==> config.mk <==
export PLATFORM = sky130hd
export DESIGN_NAME = ctrl_unit
export DESIGN_NICKNAME = d
export VERILOG_FILES = /design/src/rtl/ceviz_pkg.sv /design/src/rtl/ctrl_decoder.sv /design/src/rtl/ctrl_unit.sv
export SDC_FILE = /design/constraint.sdc
export NUM_CORES = 1
export LEC_CHECK = 0
export ABC_AREA = 1
export BUFFER_PORTS_ARGS = -buffer_cell sky130_fd_sc_hd__clkbuf_2
export CAP_MARGIN = 25
export CORE_MARGIN = 8
export CORE_UTILIZATION = 53
export CTS_CLUSTER_SIZE = 30
export DETAILED_ROUTE_END_ITERATION = 10
export GPL_ROUTABILITY_DRIVEN = 0
export PLACE_DENSITY_LB_ADDON = 0.3
export SKIP_LAST_GASP = 1
export SLEW_MARGIN = 20
export SYNTH_ARGS = -nofsm -noshare
export SYNTH_HDL_FRONTEND = slang
export SYNTH_SLANG_ARGS = --single-unit
export TNS_END_PERCENT = 10
==> constraint.sdc <==
create_clock -name clk_i -period 2.15 [get_ports clk_i]
set_clock_uncertainty 0.05 [all_clocks]
set_input_delay 0.3225 -clock clk_i [delete_from_list [all_inputs] [get_ports clk_i]]
set_output_delay 0.3225 -clock clk_i [all_outputs]
set_load 0.1 [all_outputs]
==> src/rtl/ceviz_pkg.sv <==
// Shared constants for the ceviz core: opcodes, ALU function codes and
// the control FSM state encoding.
package ceviz_pkg;

  localparam logic [6:0] OP_R = 7'b0110011;
  localparam logic [6:0] OP_I = 7'b0010011;

  localparam logic [3:0] ALU_ADD = 4'b0000;
  localparam logic [3:0] ALU_SUB = 4'b0001;
  localparam logic [3:0] ALU_AND = 4'b0010;
  localparam logic [3:0] ALU_XOR = 4'b0011;
  localparam logic [3:0] ALU_OR  = 4'b0100;

  typedef enum logic [2:0] {
    S_FETCH, S_DECODE, S_EXECUTE, S_WRITEBACK, S_TRAP
  } state_t;

  typedef struct packed {
    logic        alu_sel;
    logic [3:0]  alu_fun;
    logic [31:0] imm_ext;
    logic        illegal;
  } dec_t;

endpackage

==> src/rtl/ctrl_decoder.sv <==
// Combinational instruction decode: ALU operand select, function code,
// sign-extended I-immediate and the illegal-instruction flag.
module ctrl_decoder
  import ceviz_pkg::*;
(
  input  logic [6:0]  opcode,
  input  logic [2:0]  funct3,
  input  logic [6:0]  funct7,
  input  logic [11:0] imm12,
  output dec_t        dec
);

  always_comb begin
    dec         = '0;
    dec.imm_ext = {{20{imm12[11]}}, imm12};
    dec.illegal = 1'b1;
    case (opcode)
      OP_R: begin
        dec.alu_sel = 1'b0;
        case ({funct7, funct3})
          10'b0000000_000: begin dec.alu_fun = ALU_ADD; dec.illegal = 1'b0; end
          10'b0100000_000: begin dec.alu_fun = ALU_SUB; dec.illegal = 1'b0; end
          10'b0000000_111: begin dec.alu_fun = ALU_AND; dec.illegal = 1'b0; end
          10'b0000000_100: begin dec.alu_fun = ALU_XOR; dec.illegal = 1'b0; end
          10'b0000000_110: begin dec.alu_fun = ALU_OR;  dec.illegal = 1'b0; end
          default: ;
        endcase
      end
      OP_I: begin
        dec.alu_sel = 1'b1;
        // funct7 overlaps the immediate for I-type, so only funct3 matters
        case (funct3)
          3'b000: begin dec.alu_fun = ALU_ADD; dec.illegal = 1'b0; end
          3'b111: begin dec.alu_fun = ALU_AND; dec.illegal = 1'b0; end
          3'b100: begin dec.alu_fun = ALU_XOR; dec.illegal = 1'b0; end
          3'b110: begin dec.alu_fun = ALU_OR;  dec.illegal = 1'b0; end
          default: ;
        endcase
      end
      default: ;
    endcase
  end

endmodule

==> src/rtl/ctrl_unit.sv <==
// Multi-cycle control unit: FETCH -> DECODE -> EXECUTE -> WRITEBACK,
// with a sticky TRAP state on unsupported instructions.
module ctrl_unit
  import ceviz_pkg::*;
#(
  parameter logic [31:0] RESET_PC = 32'h0000_0000
) (
  input  logic        clk_i,
  input  logic        rst_ni,
  output logic        imem_req_o,
  output logic [31:0] imem_addr_o,
  input  logic        imem_ack_i,
  input  logic [31:0] imem_rdata_i,
  output logic [4:0]  rs1_addr_o,
  output logic [4:0]  rs2_addr_o,
  output logic [4:0]  rd_addr_o,
  output logic        rd_we_o,
  output logic        alu_sel_o,
  output logic [3:0]  alu_fun_o,
  output logic [31:0] imm_ext_o,
  output logic        illegal_o
);

  state_t      state, state_nxt;
  logic [31:0] pc, ir;
  dec_t        dec, ctrl;

  ctrl_decoder u_dec (
    .opcode (ir[6:0]),
    .funct3 (ir[14:12]),
    .funct7 (ir[31:25]),
    .imm12  (ir[31:20]),
    .dec    (dec)
  );

  always_ff @(posedge clk_i or negedge rst_ni) begin
    if (!rst_ni) state <= S_FETCH;
    else         state <= state_nxt;
  end

  always_comb begin
    state_nxt = state;
    case (state)
      S_FETCH:     if (imem_ack_i) state_nxt = S_DECODE;
      S_DECODE:    state_nxt = dec.illegal ? S_TRAP : S_EXECUTE;
      S_EXECUTE:   state_nxt = S_WRITEBACK;
      S_WRITEBACK: state_nxt = S_FETCH;
      S_TRAP:      state_nxt = S_TRAP;
      default:     state_nxt = S_FETCH;
    endcase
  end

  // Decoded controls are captured once so they hold through WRITEBACK.
  always_ff @(posedge clk_i or negedge rst_ni) begin
    if (!rst_ni) begin
      pc   <= RESET_PC;
      ir   <= '0;
      ctrl <= '0;
    end else begin
      if (state == S_FETCH && imem_ack_i) ir <= imem_rdata_i;
      if (state == S_DECODE)              ctrl <= dec;
      if (state == S_WRITEBACK)           pc <= pc + 32'd4;
    end
  end

  // Reset gating keeps the fetch port quiet while rst_ni is low, even
  // though the state register already sits in FETCH.
  assign imem_req_o  = rst_ni && (state == S_FETCH);
  assign imem_addr_o = rst_ni ? pc : '0;
  assign rs1_addr_o  = ir[19:15];
  assign rs2_addr_o  = ir[24:20];
  assign rd_addr_o   = ir[11:7];
  assign rd_we_o     = (state == S_WRITEBACK) && (ir[11:7] != 5'd0);
  assign alu_sel_o   = ctrl.alu_sel;
  assign alu_fun_o   = ctrl.alu_fun;
  assign imm_ext_o   = ctrl.imm_ext;
  assign illegal_o   = (state == S_TRAP);

endmodule
; Word-level counts from Yosys, hierarchy flattened
; Index checks and enable logic that the tools add are counted.
[totals]
regBits = 84
latchBits = 0
ram_bits = 0
romBits = 0
output_inout_bits = 87
elab_cells = 40
memories = 0
[op_classes]
n_addsub = 1
multipliers = 0
div = 0
n_lt_le_gt_ge = 0
n_eq_ne = 14
shift = 0
n_mux = 10
n_bitwise = 0
n_reduce_logical = 9
[ops]
columns = cell, n
row1 = $add A32 B3 Y32 const B, 1
row2 = $mux W32, 1
row3 = $eq A10 B3 Y1 const B, 3
row4 = $pmux W3 S4, 2
row5 = $eq A3 B3 Y1 const B, 4
row6 = $eq A10 B9 Y1 const B, 1
row7 = $logic_not A10 Y1, 1
row8 = $pmux W5 S2, 1
row9 = $pmux W3 S3, 1
row10 = $eq A7 B5 Y1 const B, 1
row11 = $eq A7 B6 Y1 const B, 1
row12 = $eq A3 B2 Y1 const B, 2
row13 = $logic_not A3 Y1, 2
row14 = $mux W3, 2
row15 = $reduce_bool A5 Y1, 1
row16 = $reduce_or A5 Y1, 1
row17 = $reduce_or A4 Y1, 1
row18 = $eq A3 B1 Y1 const B, 1
row19 = $logic_and A1 B1 Y1, 3
row20 = $mux W1, 2
row21 = $ne A2 B2 Y1 const B, 1
row22 = $pmux W1 S2, 1

; Depth between registers and ports, before layout
[logic_depth]
word_depth = 6
mapped_depth = 10

; Modules after synthesis
; From an unflattened synthesis, not the netlist that was laid out.
[hier_totals]
cells_unflattened = 533
area_unflattened_um2 = 5253.8
[by_module_without_submodules]
columns = module, instances, cells_per_inst, area_per_inst_um2, seq_area_each_um2
row1 = ctrl_unit, 1, 451, 4763.3, 2552.4
row2 = ctrl_decoder, 1, 82, 490.5, 0.0

; Least setup slack after synthesis
; OpenSTA, ideal clock, no wires.
[synth_path]
path_type = register -> output
start = register state[1]
end = output illegal_o
t_arrival_ns = 2.573
t_required_ns = 1.778
setup_slack_ns = -0.795
stages_incl_launch_ff = 2
path_cell_list = dfrtp_1 nor3_1
[synth_via]
elab_chain_len = 1
[synth_lines]
columns = item, line_no
row1 = "start, declared", ctrl_unit.sv:24  ; state_t state, state_nxt;
row2 = "start signal, assigned", ctrl_unit.sv:38  ; else state <= state_nxt;
row3 = $eq A3 B3 Y1, ctrl_unit.sv:77  ; assign illegal_o = (state == S_TRAP);
row4 = "end, declared", ctrl_unit.sv:21  ; output logic illegal_o
; No other way between the ends.

; Worst setup path after layout
[layout_path]
start = input rst_ni
end = output imem_addr_o[19]
[layout_via]
elab_chain_len = 1
[layout_lines]
columns = item, line_no
row1 = "start, declared", ctrl_unit.sv:9  ; input logic rst_ni,
row2 = $mux W32, ctrl_unit.sv:69  ; assign imem_addr_o = rst_ni ? pc : '0;
row3 = "end, declared", ctrl_unit.sv:11  ; output logic [31:0] imem_addr_o,
; No other way between the ends.

==> run_results.csv <==
group,metric,value,unit
outcome,status,"completed",
cells_and_area,nFillCells,650,
synth,ys_types,37,
cts,htreeDepth,3,
timing,tightest_slew,576,ps
cells_and_area,final_area,5650,um^2
synth,synth.most_common_cell,"nand2_1",
synth,synth_top_area_cell,"dfrtp_1",
synth,synth_top_cells_by_count,"175 x nand2_1, 81 x dfrtp_1, 70 x inv_1",
global_route,grt.overflow.total,0,
placed_design,hpwl,8.08,mm
placed_design,io_buffers,118,
setup_path,reg2reg_slack,510,ps
setup_path,crit_arrival,1660,ps
timing,maxSlewViolCount,0,
cts,cts_buffer_depth,2,
timing,final_hold_viol_count,0,
global_route,grt_usage,0.184,
cells_and_area,diodes,0,
synth,yosys_warnings,0,
setup_path,cp_max_fo,20,
worst_hold_path,worstHoldPathType,"primary input to flip-flop",
power,power_density,1490,nW/um^2
power,total_power,8410,uW
cells_and_area,multi_input_area,1850,um^2
setup_path,worstSetupStartpointType,"primary input",
detailed_routing,drt_iter0_markers,188,
worst_hold_path,hold_start,"imem_rdata_i[19]",
setup_path,cp-end-kind,"output pin",
global_route,met1_usage,0.225,
timing,rsz0062_at_grt,"no",
timing,slew_headroom,0.613,
flow_run,max_cap_viol_count,0,
detailed_routing,viasPerCell,4.82,
placed_design,postPlaceCellArea,5420,um^2
floorplan,dieHeight,108,um
global_route,grt_max_degree,41,
timing,hold_ws,131,ps
cts,cts_root_buffer,"clkbuf_8",
cts,path_clk_slew,80,ps
setup_path,cp-startpoint,"rst_ni",
global_route,busiest_layer,"met2",
synth,syn_inst,561,
global_route,grt_pass1_vias,3763,
global_route,grt_pass1_wl,17.3,mm
synth,synthesis.area,4470,um^2
synth,ys_seq_area_frac,0.454,
cells_and_area,final-seq-area,2030,um^2
detailed_routing,antenna_left,0,
cells_and_area,nets,689,
power,vdd_drop_max,0.00216,V
synth,synth-edff-count,0,
timing,period_minus_slack,2040,ps
timing,max_freq,491,MHz
detailed_routing,wire_per_inst,13.4,um
power,power_leakage,0.00308,uW
timing,post-route-period-util,0.947,
cts,post_cts_buffers,0,
global_route,grt_antenna_before_repair,0,
floorplan,pin_count,122,
floorplan,die_w,108,um
cts,clock-sinks,81,
setup_path,r2r-start,"state[0]",
detailed_routing,vias,3676,
global_route,met2_usage,0.293,
synth,ys_ff_latch,81,
detailed_routing,drc,0,
floorplan,core,8180,um^2
cts,cts_buffers,9,
synth,ys_top_cells_by_area,"dfrtp_1 45%, nand2_1 15%, buf_4 6.4%",
floorplan,initial_core_util,0.546,
timing,setup_violations,0,
cells_and_area,area_growth,26.6,%
cts,cts_tree,"done",
detailed_routing,dr.pass1.iters,4,
setup_path,path_class,"primary input to output pin",
floorplan,rows,33,
cts,worstSkewPairLatency,350,ps
global_route,grt_util_met3,0.0659,
detailed_routing,postRouteWirelength,10.2,mm
floorplan,die_area,11600,um^2
synth,synth_async_sr_flop_share,1.00,
cells_and_area,post-route-util,0.691,
synth,synth-main-ff-cell,"dfrtp_1",
timing,setup_tns,0,ps
setup_path,required,1780,ps
cells_and_area,drive_above_1_share,0.255,
synth,synth_area_per_cell,7.96,um^2
synth,synthDominantCellAreaShare,0.454,
-- power by group --
part	total, uW	switching, uW	internal (uW)
Sequential	2310	337	1970
Clock	1010	560	453
Combinational	5090	4370	718
-- path summary, 6_finish.rpt --
kind                                    to  cells past startpoint
setup / recovery           imem_addr_o[19]                      6
hold / removal                      ir[19]                      2
min in group asynchronous            pc[8]                      2
max in group asynchronous            ir[6]                      4
setup reg to reg                     ir[2]                      5
hold reg to reg              imm_ext_o[10]                      2
-- cell families (layout without fill, tap and decap cells) --
logic type	Yosys count	in the layout	synth area share
and+or+nand+nor	294	294	0.295
muxes	18	18	0.0454
adders and majority gates	1	1	0.00280
xor gates and xnor gates	18	18	0.0353
AOI/OAI and AO/OA	27	27	0.0322
buffers and inverters	121	216	0.134
other	1	3	0.000840
DFF	81	81	0.454
-- sequential cells by signal, indices dropped and copies added, names as in the netlist --
signal	count
imm_ext_o	12
alu_fun_o	3
pc	30
state	3
ir	32
alu_sel_o	1
-- cells in the final DEF (no fill, tap or decap), drive strengths merged, types with 3 or more instances in the layout --
cell type	synthesis	layout
a21oi	15	15
buf	42	40
clkbuf	6	96
clkinv	1	6
conb	1	3
dfrtp	81	81
inv	72	72
mux2	18	18
nand2	177	177
nand3	30	30
nand3b	6	6
nand4	4	4
nor2	67	67
nor3	7	7
o21ai	9	9
xnor2	9	9
xor2	9	9
-- area by class of cell --
class,instances,share of cell area
Multi-Input combinational cell,361,0.327
Clock inverter,6,0.00775
Tap cell,105,0.0232
Timing Repair Buffer,127,0.210
Clock buffer,10,0.0243
Sequential cell,81,0.359
Inverter,73,0.0485
-- metal layers --
layer | part of all wire | up-vias
li1 | - | 1872
met2 | 0.47 | 120
met3 | 0.094 | 10
met4 | 0.011 | 0
met5 | 0 | -
met1 | 0.43 | 1674
-- metrics by stage --
| step | setup slack [ps] | instances |
|---|---|---|
| after floorplan | 70.9 | 563 |
| after detailed placement | 488 | 745 |
| after global placement | 559 | 745 |
| after CTS | 32.1 | 762 |
| final | 115 | 763 |
| after global routing | 25.8 | 763 |
-- worst max-delay path, stage by stage --
cell           delay (ps)
dlygate4sd3_1         580
buf_8                 200
clkbuf_16             210
nand2_1                60
inv_1                  90
buf_12                180
-- repair_timing --
| item | CTS | global route |
|---|---|---|
| gates resized for setup | 0 | 3 |
| endpoints found under the hold margin | 7 | 0 |
| hold buffers | 1 | 0 |
| setup endpoints to repair | 0 | 23 |
No activity file was read; power rests on OpenSTA's default activity.
